**src/rtl/mul_sched_pkg.sv**
```systemverilog
// Shared definitions for the round-robin multiplier scheduler.
//   OPERAND_W / PRODUCT_W : operand and product widths of the shared multiplier
//   ID_MAX_W              : widest requester ID (N_REQ up to 8)
//   id_w()                : requester ID width for a given requester count
//   pipe_in_t             : payload entering the multiplier pipe {valid, id, a, b}
package mul_sched_pkg;

  localparam int unsigned OPERAND_W = 4;
  localparam int unsigned PRODUCT_W = 8;
  localparam int unsigned ID_MAX_W  = 3;

  function automatic int unsigned id_w(input int unsigned n_req);
    return (n_req <= 2) ? 1 : $clog2(n_req);
  endfunction

  typedef struct packed {
    logic                 valid;
    logic [ID_MAX_W-1:0]  id;
    logic [OPERAND_W-1:0] a;
    logic [OPERAND_W-1:0] b;
  } pipe_in_t;

endpackage

```
**src/rtl/mul_pipe.sv**
```systemverilog
// LATENCY-stage registered 4x4 unsigned multiplier.
//   clk, rst       : clock, async active-high reset (clears valid bits only)
//   in_pay         : {valid, id, a, b} issued by the scheduler
//   out_valid      : product valid after LATENCY edges
//   out_id         : requester ID travelling alongside the product
//   out_prod       : zero-extended a*b
module mul_pipe
  import mul_sched_pkg::*;
#(
  parameter int unsigned LATENCY = 3
) (
  input  logic                 clk,
  input  logic                 rst,
  input  pipe_in_t             in_pay,
  output logic                 out_valid,
  output logic [ID_MAX_W-1:0]  out_id,
  output logic [PRODUCT_W-1:0] out_prod
);

  logic [LATENCY-1:0]   vld_q, vld_d;
  logic [ID_MAX_W-1:0]  id_q   [LATENCY];
  logic [ID_MAX_W-1:0]  id_d   [LATENCY];
  logic [PRODUCT_W-1:0] prod_q [LATENCY];
  logic [PRODUCT_W-1:0] prod_d [LATENCY];

  // The product is formed ahead of the first register; later stages only delay it.
  always_comb begin
    vld_d     = '0;
    vld_d[0]  = in_pay.valid;
    id_d[0]   = in_pay.id;
    prod_d[0] = PRODUCT_W'(in_pay.a) * PRODUCT_W'(in_pay.b);
    for (int unsigned s = 1; s < LATENCY; s++) begin
      vld_d[s]  = vld_q[s-1];
      id_d[s]   = id_q[s-1];
      prod_d[s] = prod_q[s-1];
    end
  end

  always_ff @(posedge clk or posedge rst) begin
    if (rst) begin
      vld_q <= '0;
    end else begin
      vld_q <= vld_d;
    end
  end

  // Data stages are qualified by the valid bits and need no reset.
  always_ff @(posedge clk) begin
    for (int unsigned s = 0; s < LATENCY; s++) begin
      id_q[s]   <= id_d[s];
      prod_q[s] <= prod_d[s];
    end
  end

  assign out_valid = vld_q[LATENCY-1];
  assign out_id    = id_q[LATENCY-1];
  assign out_prod  = prod_q[LATENCY-1];

endmodule

```
**src/rtl/mul_sched.sv**
```systemverilog
// Round-robin scheduler sharing one pipelined 4x4 multiplier among N_REQ
// requesters, with a credit-protected in-order result FIFO.
//   clk, rst            : clock, async active-high reset
//   req_valid/req_ready : per-requester handshake (at most one ready high)
//   req_a, req_b        : packed 4-bit operands, requester i at [4i+3:4i]
//   resp_valid/ready    : result FIFO head handshake (first-word fall-through)
//   resp_data, resp_id  : product and issuing requester at the FIFO head
module mul_sched
  import mul_sched_pkg::*;
#(
  parameter int unsigned N_REQ   = 4,
  parameter int unsigned LATENCY = 3,
  parameter int unsigned DEPTH   = LATENCY + 1
) (
  input  logic                     clk,
  input  logic                     rst,
  input  logic [N_REQ-1:0]         req_valid,
  output logic [N_REQ-1:0]         req_ready,
  input  logic [4*N_REQ-1:0]       req_a,
  input  logic [4*N_REQ-1:0]       req_b,
  output logic                     resp_valid,
  input  logic                     resp_ready,
  output logic [7:0]               resp_data,
  output logic [$clog2(N_REQ)-1:0] resp_id
);

  localparam int unsigned ID_W = id_w(N_REQ);
  localparam int unsigned AW   = (DEPTH > 1) ? $clog2(DEPTH) : 1;
  localparam int unsigned CW   = $clog2(DEPTH + 1);

  logic [ID_W-1:0]      ptr_q, ptr_d;
  logic [CW-1:0]        credits_q, credits_d;
  logic [CW-1:0]        count_q, count_d;
  logic [AW-1:0]        wr_ptr_q, wr_ptr_d;
  logic [AW-1:0]        rd_ptr_q, rd_ptr_d;
  logic [PRODUCT_W-1:0] mem_data_q [DEPTH];
  logic [PRODUCT_W-1:0] mem_data_d [DEPTH];
  logic [ID_W-1:0]      mem_id_q   [DEPTH];
  logic [ID_W-1:0]      mem_id_d   [DEPTH];

  logic [N_REQ-1:0]     grant;
  logic [ID_W-1:0]      grant_id;
  logic                 accept;
  logic                 pop;
  int unsigned          arb_idx;
  int unsigned          op_base;
  pipe_in_t             pipe_in;

  logic                 pipe_valid;
  logic [ID_MAX_W-1:0]  pipe_id;
  logic [PRODUCT_W-1:0] pipe_prod;
  logic                 unused_pipe_id;

  function automatic logic [AW-1:0] ptr_inc(input logic [AW-1:0] p);
    return (32'(p) == DEPTH - 1) ? '0 : p + 1'b1;
  endfunction

  // Scan starts at ptr and wraps; only registered credits gate the grant, so
  // a pop in the same cycle never reaches req_ready combinationally.
  always_comb begin
    grant    = '0;
    grant_id = '0;
    arb_idx  = 0;
    if (!rst && credits_q != '0) begin
      for (int unsigned k = 0; k < N_REQ; k++) begin
        arb_idx = (32'(ptr_q) + k) % N_REQ;
        if (grant == '0 && req_valid[arb_idx]) begin
          grant[arb_idx] = 1'b1;
          grant_id       = ID_W'(arb_idx);
        end
      end
    end
  end

  assign req_ready = grant;
  assign accept    = |grant;
  assign pop       = resp_valid & resp_ready;

  always_comb begin
    op_base       = 32'(grant_id) * OPERAND_W;
    pipe_in.valid = accept;
    pipe_in.id    = ID_MAX_W'(grant_id);
    pipe_in.a     = req_a[op_base +: OPERAND_W];
    pipe_in.b     = req_b[op_base +: OPERAND_W];
  end

  mul_pipe #(
    .LATENCY (LATENCY)
  ) u_pipe (
    .clk       (clk),
    .rst       (rst),
    .in_pay    (pipe_in),
    .out_valid (pipe_valid),
    .out_id    (pipe_id),
    .out_prod  (pipe_prod)
  );

  // IDs above ID_W are always zero-extended; fold them so nothing dangles.
  assign unused_pipe_id = ^(pipe_id >> ID_W);

  always_comb begin
    ptr_d     = ptr_q;
    credits_d = credits_q;
    count_d   = count_q;
    wr_ptr_d  = wr_ptr_q;
    rd_ptr_d  = rd_ptr_q;
    mem_data_d = mem_data_q;
    mem_id_d   = mem_id_q;

    if (accept) begin
      ptr_d = (32'(grant_id) == N_REQ - 1) ? '0 : grant_id + 1'b1;
    end

    case ({accept, pop})
      2'b10:   credits_d = credits_q - 1'b1;
      2'b01:   credits_d = credits_q + 1'b1;
      default: credits_d = credits_q;
    endcase

    if (pipe_valid) begin
      mem_data_d[wr_ptr_q] = pipe_prod;
      mem_id_d[wr_ptr_q]   = pipe_id[ID_W-1:0];
      wr_ptr_d             = ptr_inc(wr_ptr_q);
    end
    if (pop) begin
      rd_ptr_d = ptr_inc(rd_ptr_q);
    end

    case ({pipe_valid, pop})
      2'b10:   count_d = count_q + 1'b1;
      2'b01:   count_d = count_q - 1'b1;
      default: count_d = count_q;
    endcase
  end

  always_ff @(posedge clk or posedge rst) begin
    if (rst) begin
      ptr_q     <= '0;
      credits_q <= CW'(DEPTH);
      count_q   <= '0;
      wr_ptr_q  <= '0;
      rd_ptr_q  <= '0;
      for (int unsigned e = 0; e < DEPTH; e++) begin
        mem_data_q[e] <= '0;
        mem_id_q[e]   <= '0;
      end
    end else begin
      ptr_q      <= ptr_d;
      credits_q  <= credits_d;
      count_q    <= count_d;
      wr_ptr_q   <= wr_ptr_d;
      rd_ptr_q   <= rd_ptr_d;
      mem_data_q <= mem_data_d;
      mem_id_q   <= mem_id_d;
    end
  end

  assign resp_valid = (count_q != '0);
  assign resp_data  = mem_data_q[rd_ptr_q];
  assign resp_id    = mem_id_q[rd_ptr_q];

  // Credits bound in-flight plus stored results to DEPTH, so a write into a
  // full FIFO means the credit accounting is broken.
  a_no_overflow: assert property (@(posedge clk) disable iff (rst)
    !(pipe_valid && (32'(count_q) == DEPTH)));

endmodule

```
**config.mk**
```make
export PLATFORM = sky130hd
export DESIGN_NAME = mul_sched
export DESIGN_NICKNAME = d
export VERILOG_FILES = /design/src/rtl/mul_sched_pkg.sv /design/src/rtl/mul_pipe.sv /design/src/rtl/mul_sched.sv
export SDC_FILE = /design/constraint.sdc
export NUM_CORES = 1
export LEC_CHECK = 0
export ABC_AREA = 1
export CORE_MARGIN = 2
export CORE_UTILIZATION = 53
export DETAILED_ROUTE_END_ITERATION = 10
export GPL_TIMING_DRIVEN = 1
export PLACE_DENSITY = 0.82
export SKIP_LAST_GASP = 1
export SLEW_MARGIN = 15
export SYNTH_ARGS = -nofsm -noshare
export SYNTH_HDL_FRONTEND = slang
export SYNTH_SLANG_ARGS = --single-unit
```
**constraint.sdc**
```tcl
create_clock -name clk -period 5.6 [get_ports clk]
set_input_delay 0.84 -clock clk [delete_from_list [all_inputs] [get_ports clk]]
set_output_delay 0.84 -clock clk [all_outputs]
set_load 0.05 [all_outputs]
```
==> results of run 1 <==
placed cells by master, fill, tap and decap left out, types with 11 or more instances in the layout:
master / n
clkdlybuf4s50_1: 53
dfxtp_1: 30
nor2_1: 40
dfrtp_1: 54
nand4_1: 18
ha_1: 27
nand3_1: 38
nand3_2: 11
o21ai_0: 72
inv_1: 60
nand2_1: 134
Yosys cell counts, types with 3 or more instances:
master    count  area share
o21ai_0      72       0.076
nand3_1      38       0.040
ha_1         27       0.071
nor2_8        3       0.013
buf_2         3      0.0032
nand4_1      18       0.024
inv_1        61       0.048
nor2_1       40       0.032
o21ai_1       4      0.0042
nand3_2      11       0.023
xnor2_1       4      0.0074
o22ai_1      10       0.013
xor2_1        4      0.0074
clkbuf_1     16       0.013
nand2_4       4      0.0095
fa_1          6       0.025
nand2_1     134        0.11
dfrtp_1      54        0.28
a21oi_1       8      0.0084
nand2_2      10       0.013
dfxtp_1      30        0.13
buf_6         7       0.017
metal layers:
layer / track usage / vias up / wire length [µm]
li1: - / 1978 / -
met1: 0.262 / 1852 / 4340
met2: 0.358 / 113 / 4690
met3: 0.0383 / 18 / 516
met4: 0.0927 / 0 / 180
met5: 0 / - / 0
registers in the layout (all words and copies together) (netlist names):
signal	count
mem_id_q	8
wr_ptr_q	2
count_q	3
u_pipe.prod_q	24
mem_data_q	32
u_pipe.id_q	6
u_pipe.vld_q	3
ptr_q	2
rd_ptr_q	2
credits_q	3
kinds of logic (layout without fill, tap and decap cells):
kind of cell	after synthesis	after routing	share of synthesized area
and+or+nand+nor	263	263	0.273
AOI/OAI and AO/OA	99	99	0.112
buffers and inverters	91	141	0.0860
DFF	85	85	0.416
adders and majority gates	33	33	0.0963
xor gates and xnor gates	8	8	0.0147
muxes	1	1	0.00237
layout make-up:
| cell class | instances | share of cell area |
|---|---|---|
| clock buffer | 10 | 0.0250 |
| clock inverter | 6 | 0.00817 |
| inverter | 64 | 0.0449 |
| multi-input combinational | 404 | 0.429 |
| sequential | 85 | 0.359 |
| tap | 108 | 0.0245 |
| timing repair buffer | 61 | 0.109 |
critical path, delay by kind of cell:
kind                       cells  cell delay, ns
AOI/OAI and AO/OA              5            0.72
xor gates and xnor gates       1            0.13
buffers and inverters          5            0.84
adders and majority gates      3            1.30
and+or+nand+nor               17            1.60
metrics by stage:
| step | instances | worst slack, ns | hold slack (ns) | instance area, µm² | util |
|---|---|---|---|---|---|
| global route | 738 | 0.0541 | 0.337 | 5520 | 0.632 |
| finish | 738 | 0.427 | 0.331 | 5520 | 0.632 |
| floorplan | 580 | 0.0669 | 0.310 | 4760 | - |
| CTS | 738 | 0.427 | 0.333 | 5520 | 0.632 |
| detailed placement | 722 | 0.0667 | 0.314 | 5330 | 0.611 |
| global placement | 722 | 0.263 | 0.310 | 5330 | 0.611 |
path summary, 6_finish.rpt:
check                                  endpoint                 from  depth (start not counted)  slack, ns
max in group asynchronous        mem_data_q[27]                  rst                          3       4.13
hold / removal             u_pipe.prod_q[0][10]  u_pipe.prod_q[0][2]                          0       0.33
setup / recovery            u_pipe.prod_q[0][7]         req_valid[3]                         31       0.43
hold reg to reg            u_pipe.prod_q[0][10]  u_pipe.prod_q[0][2]                          0       0.33
min in group asynchronous              ptr_q[0]                  rst                          3       1.01
setup reg to reg            u_pipe.prod_q[0][7]             ptr_q[0]                         27       0.51
==> key figures, run 1 <==
Route
  • Final antenna-violating net count: 0
  • Pre-antenna DRT Iters: 5
  • DRC: 0
  • Drt wl/cell: approximately 13 µm
  • Initial DRC count: 198
  • Vias: 3961
  • Final WL: 9720 µm
  • Vias per inst: 5.37

Clock network
  • CTS tree: built
  • Num CTS Buffers: 9
  • Clock transition at the registers of the reported paths: 0.08 ns
  • Buffers inserted by post-CTS timing repair: 0
  • Clock buffer depth: 2
  • PostCTS Resize Cnt: 0
  • CTS Sinks: 85
  • Clk Tree Root Cell: clkbuf_8
  • Worst-Skew Late Latency: 0.35 ns
  • Htree depth: 3
  • CTS Hold Bufs: 0

Floorplanning
  • Die Span X: 98.7 µm
  • Die Ht: 98.7 µm
  • IO Pins: 54
  • Core area: 8720 µm²
  • Row cnt: 34
  • Die area: 9750 µm²
  • Initial Util: 0.545

Global routing
  • First-pass GRT wire length: 16800 µm
  • Tot GR Track Use: 0.210
  • Number of antenna violations at the first check in global routing: 0
  • Number of global-route vias before repair: roughly 3900
  • Overflow after GRT: 0
  • Pin count of the biggest net entering global routing: 56

Timing
  • Fin crit share: 0.924
  • Final Critical Period: 5.17 ns
  • FMAX: 193 MHz
  • Setup violators final: 0
  • Max-slew headroom: 0.382
  • Final hold viol count: 0
  • RSZ-0062 raised after global routing: false
  • Setup Skew: about 0.0083 ns
  • Measured slew at the worst slew-check pin: 0.920 ns
  • Final setup TNS: 0 ns
  • Pins Over Slew Limit: 0

Worst setup path
  • Setup crit start kind: primary input
  • Crit path DAT: 5.45 ns
  • Worst setup EP type: flop
  • Crit path kind: in -> reg
  • Worst path slowest cell: fa_1
  • Worst-path maximum fanout: 19
  • WP data required: between 5 and 6 ns
  • CP max stage delay: about 0.53 ns

Logic synthesis
  • Yosys cell types: 35
  • Seq/Total Area, Yosys: 0.416
  • Seq cells post-synth: 85
  • Synth warn: 0
  • Mapped Nets: 652
  • Ys async rst share: 0.647
  • Avg Cell Area, Syn: 8.20 µm²
  • Gate Count Post-Synth: 580
  • Syn Std Cell Area: between 4000 and 5000 µm²
  • Number of synthesized flops with an enable pin: 0
  • Primary FF master, synth: dfrtp_1

Job
  • Number of max-cap violations: 0

Run status
  • Status: complete, no violations

Layout
  • Sequential cell area: 1980 µm²
  • Layout cell share with drive strength beyond 1: 0.102
  • Ant. Diodes: 0
  • Synth-to-Final Area Change: 16.0%
  • Post-layout nets: around 700
  • Area taken by multi-input logic gates: 2370 µm²
  • # fillers: 722

Placement
  • Detailed Place HPWL: about 7300 µm
  • Gp weighted congestion: a little over 0.9
  • PortBufs: 53

Min path
  • Hold/Removal Path Class: reg -> reg
Power of run 1 is not shown: default switching activity piles up to over one toggle a cycle in this logic, so the estimate is an artifact.
==> run 2: changes to the inputs <==
--- a/config.mk
+++ b/config.mk
@@ -6,13 +6,13 @@
 export NUM_CORES = 1
 export LEC_CHECK = 0
 export ABC_AREA = 1
-export CORE_MARGIN = 2
+export CORE_MARGIN = 5
 export CORE_UTILIZATION = 53
 export DETAILED_ROUTE_END_ITERATION = 10
 export GPL_TIMING_DRIVEN = 1
 export PLACE_DENSITY = 0.82
 export SKIP_LAST_GASP = 1
-export SLEW_MARGIN = 15
 export SYNTH_ARGS = -nofsm -noshare
 export SYNTH_HDL_FRONTEND = slang
+export SYNTH_HIERARCHICAL = 1
 export SYNTH_SLANG_ARGS = --single-unit
==> run 2 against run 1 <==
Synthesized cell count is 1.9% lower. First-iteration DRC count is 28% lower. Final cell count is 1.2% lower. Largest cell class unchanged. Clock skew is 0.00088 ns lower. Die area is 9.1% higher.
==> key figures, run 2 <==
Min path
  • Hold/Removal Path Class: reg -> reg

Worst setup path
  • Worst-path maximum fanout: 18
  • Crit path kind: in -> reg
  • Worst path slowest cell: fa_1
  • CP max stage delay: 0.55 ns
  • WP data required: 5.85 ns
  • Setup crit start kind: primary input
  • Worst setup EP type: flop
  • CP dominant cell by count: nand2_1
  • Crit path DAT: 5.40 ns

Layout
  • Post-layout util: 0.629
  • Most frequent cells in the layout: 167 x nand2_1, 73 x o21ai_0, 70 x inv_1
  • Layout cell share with drive strength beyond 1: 0.0918
  • Ant. Diodes: 0
  • Max reg flops: 32
  • Commonest non-fill, non-tap cell in the layout: nand2_1
  • Regs by FF count: mem_data_q (32), u_pipe/prod_q (24), mem_id_q (8)
  • Post-layout nets: 688
  • Synth-to-Final Area Change: 17.6%
  • Largest reg by FF count: mem_data_q

Global routing
  • Pin count of the biggest net entering global routing: 53
  • Tot GR Track Use: 0.191
  • Number of antenna violations at the first check in global routing: 0
  • Overflow after GRT: 0
  • First-pass GRT wire length: 16300 µm
  • Number of global-route vias before repair: about 3800

Clock network
  • Clock transition at the registers of the reported paths: around 0.090 ns
  • CTS Sinks: 85
  • CTS Hold Bufs: 0
  • Buffers inserted by post-CTS timing repair: 0
  • Worst-Skew Late Latency: 0.36 ns
  • Htree depth: 3
  • Num CTS Buffers: 9
  • Clock buffer depth: 2
  • CTS tree: built
  • Clk Tree Root Cell: clkbuf_8

Floorplanning
  • Initial Util: 0.535
  • Die Span X: 103 µm
  • IO Pins: 54
  • Core area: 8590 µm²
  • Die area: 10600 µm²
  • Row cnt: 34
  • Die Ht: 103 µm

Timing
  • RSZ-0062 raised after global routing: false
  • Final hold viol count: 0
  • Measured slew at the worst slew-check pin: 0.789 ns
  • Setup violators final: 0
  • Max-slew headroom: 0.470
  • Pins Over Slew Limit: 0
  • Fin crit share: 0.920
  • Setup Skew: about 0.0075 ns
  • Final Critical Period: 5.15 ns
  • FMAX: a little under 200 MHz
  • Final setup TNS: 0 ns

Logic synthesis
  • Gate Count Post-Synth: 569
  • Syn Std Cell Area: between 4000 and 5000 µm²
  • Avg Cell Area, Syn: 8.08 µm²
  • Mapped Nets: 641
  • Synth warn: 6

Route
  • Drt wl/cell: 12.7 µm
  • Final WL: 9260 µm
  • Initial DRC count: 142
  • Final antenna-violating net count: 0
  • Vias: 3762
  • Vias per inst: 5.16
  • DRC: 0
  • Pre-antenna DRT Iters: 4

Job
  • Number of max-cap violations: 0

Placement
  • Gp weighted congestion: between 0.9 and 1
  • Detailed Place HPWL: 6820 µm
  • PortBufs: 53

Run status
  • Status: complete, no violations
## run 2: worst paths after layout
kind,startpoint,to,slack [ns],cells past startpoint
setup / recovery,req_valid[3],u_pipe/prod_q[0][6],0.45,27
hold / removal,u_pipe/prod_q[0][7],u_pipe/prod_q[0][15],0.33,0
setup reg to reg,ptr_q[0],u_pipe/prod_q[0][6],0.49,26
hold reg to reg,u_pipe/prod_q[0][7],u_pipe/prod_q[0][15],0.33,0
max in group asynchronous,rst,ptr_q[0],4.11,3
min in group asynchronous,rst,u_pipe/vld_q[0],0.70,2
## run 2: metrics by stage
stage / worst slack [ns] / hold slack (ns) / instances / area [µm²]
detailed placement: 0.0759 / 0.312 / 713 / 5180
global placement: 0.337 / 0.311 / 713 / 5180
global route: 0.0400 / 0.339 / 729 / 5410
CTS: 0.326 / 0.332 / 729 / 5400
floorplan: 0.381 / 0.310 / 569 / 4600
finish: 0.450 / 0.333 / 729 / 5410
## run 2: final cells by class
cell class / instances / area, µm²
Clock buffer: 10 / 149
Tap cell: 108 / 135
Fill cell: 725 / 3190
Inverter: 75 / 287
Multi-Input combinational cell: 391 / 2240
Sequential cell: 85 / 1980
Timing Repair Buffer: 54 / 538
Clock inverter: 6 / 75.1
## run 2: critical path: cells and delay by family
family	cells	cell delay, ns
and+or+nand+nor	17	1.96
adders and majority gates	3	1.54
AOI/OAI and AO/OA	2	0.25
buffers and inverters	4	0.66
xor gates and xnor gates	1	0.15
## run 2: metal layers
| metal | part of all wire | wire, µm | track usage | vias up |
|---|---|---|---|---|
| met1 | 0.44 | 4090 | 0.230 | 1735 |
| met2 | 0.49 | 4490 | 0.325 | 105 |
| li1 | - | - | - | 1904 |
| met3 | 0.054 | 496 | 0.0447 | 18 |
| met4 | 0.019 | 175 | 0.0847 | 0 |
| met5 | 0 | 0 | 0 | - |
## run 2: timing repair
item / 4_1_cts / 5_1_grt
resized for setup: 0 / 2
endpoints found under the setup margin: 0 / 3
endpoints found under the hold margin: 0 / 0
Power of run 2 is left out for the same reason.
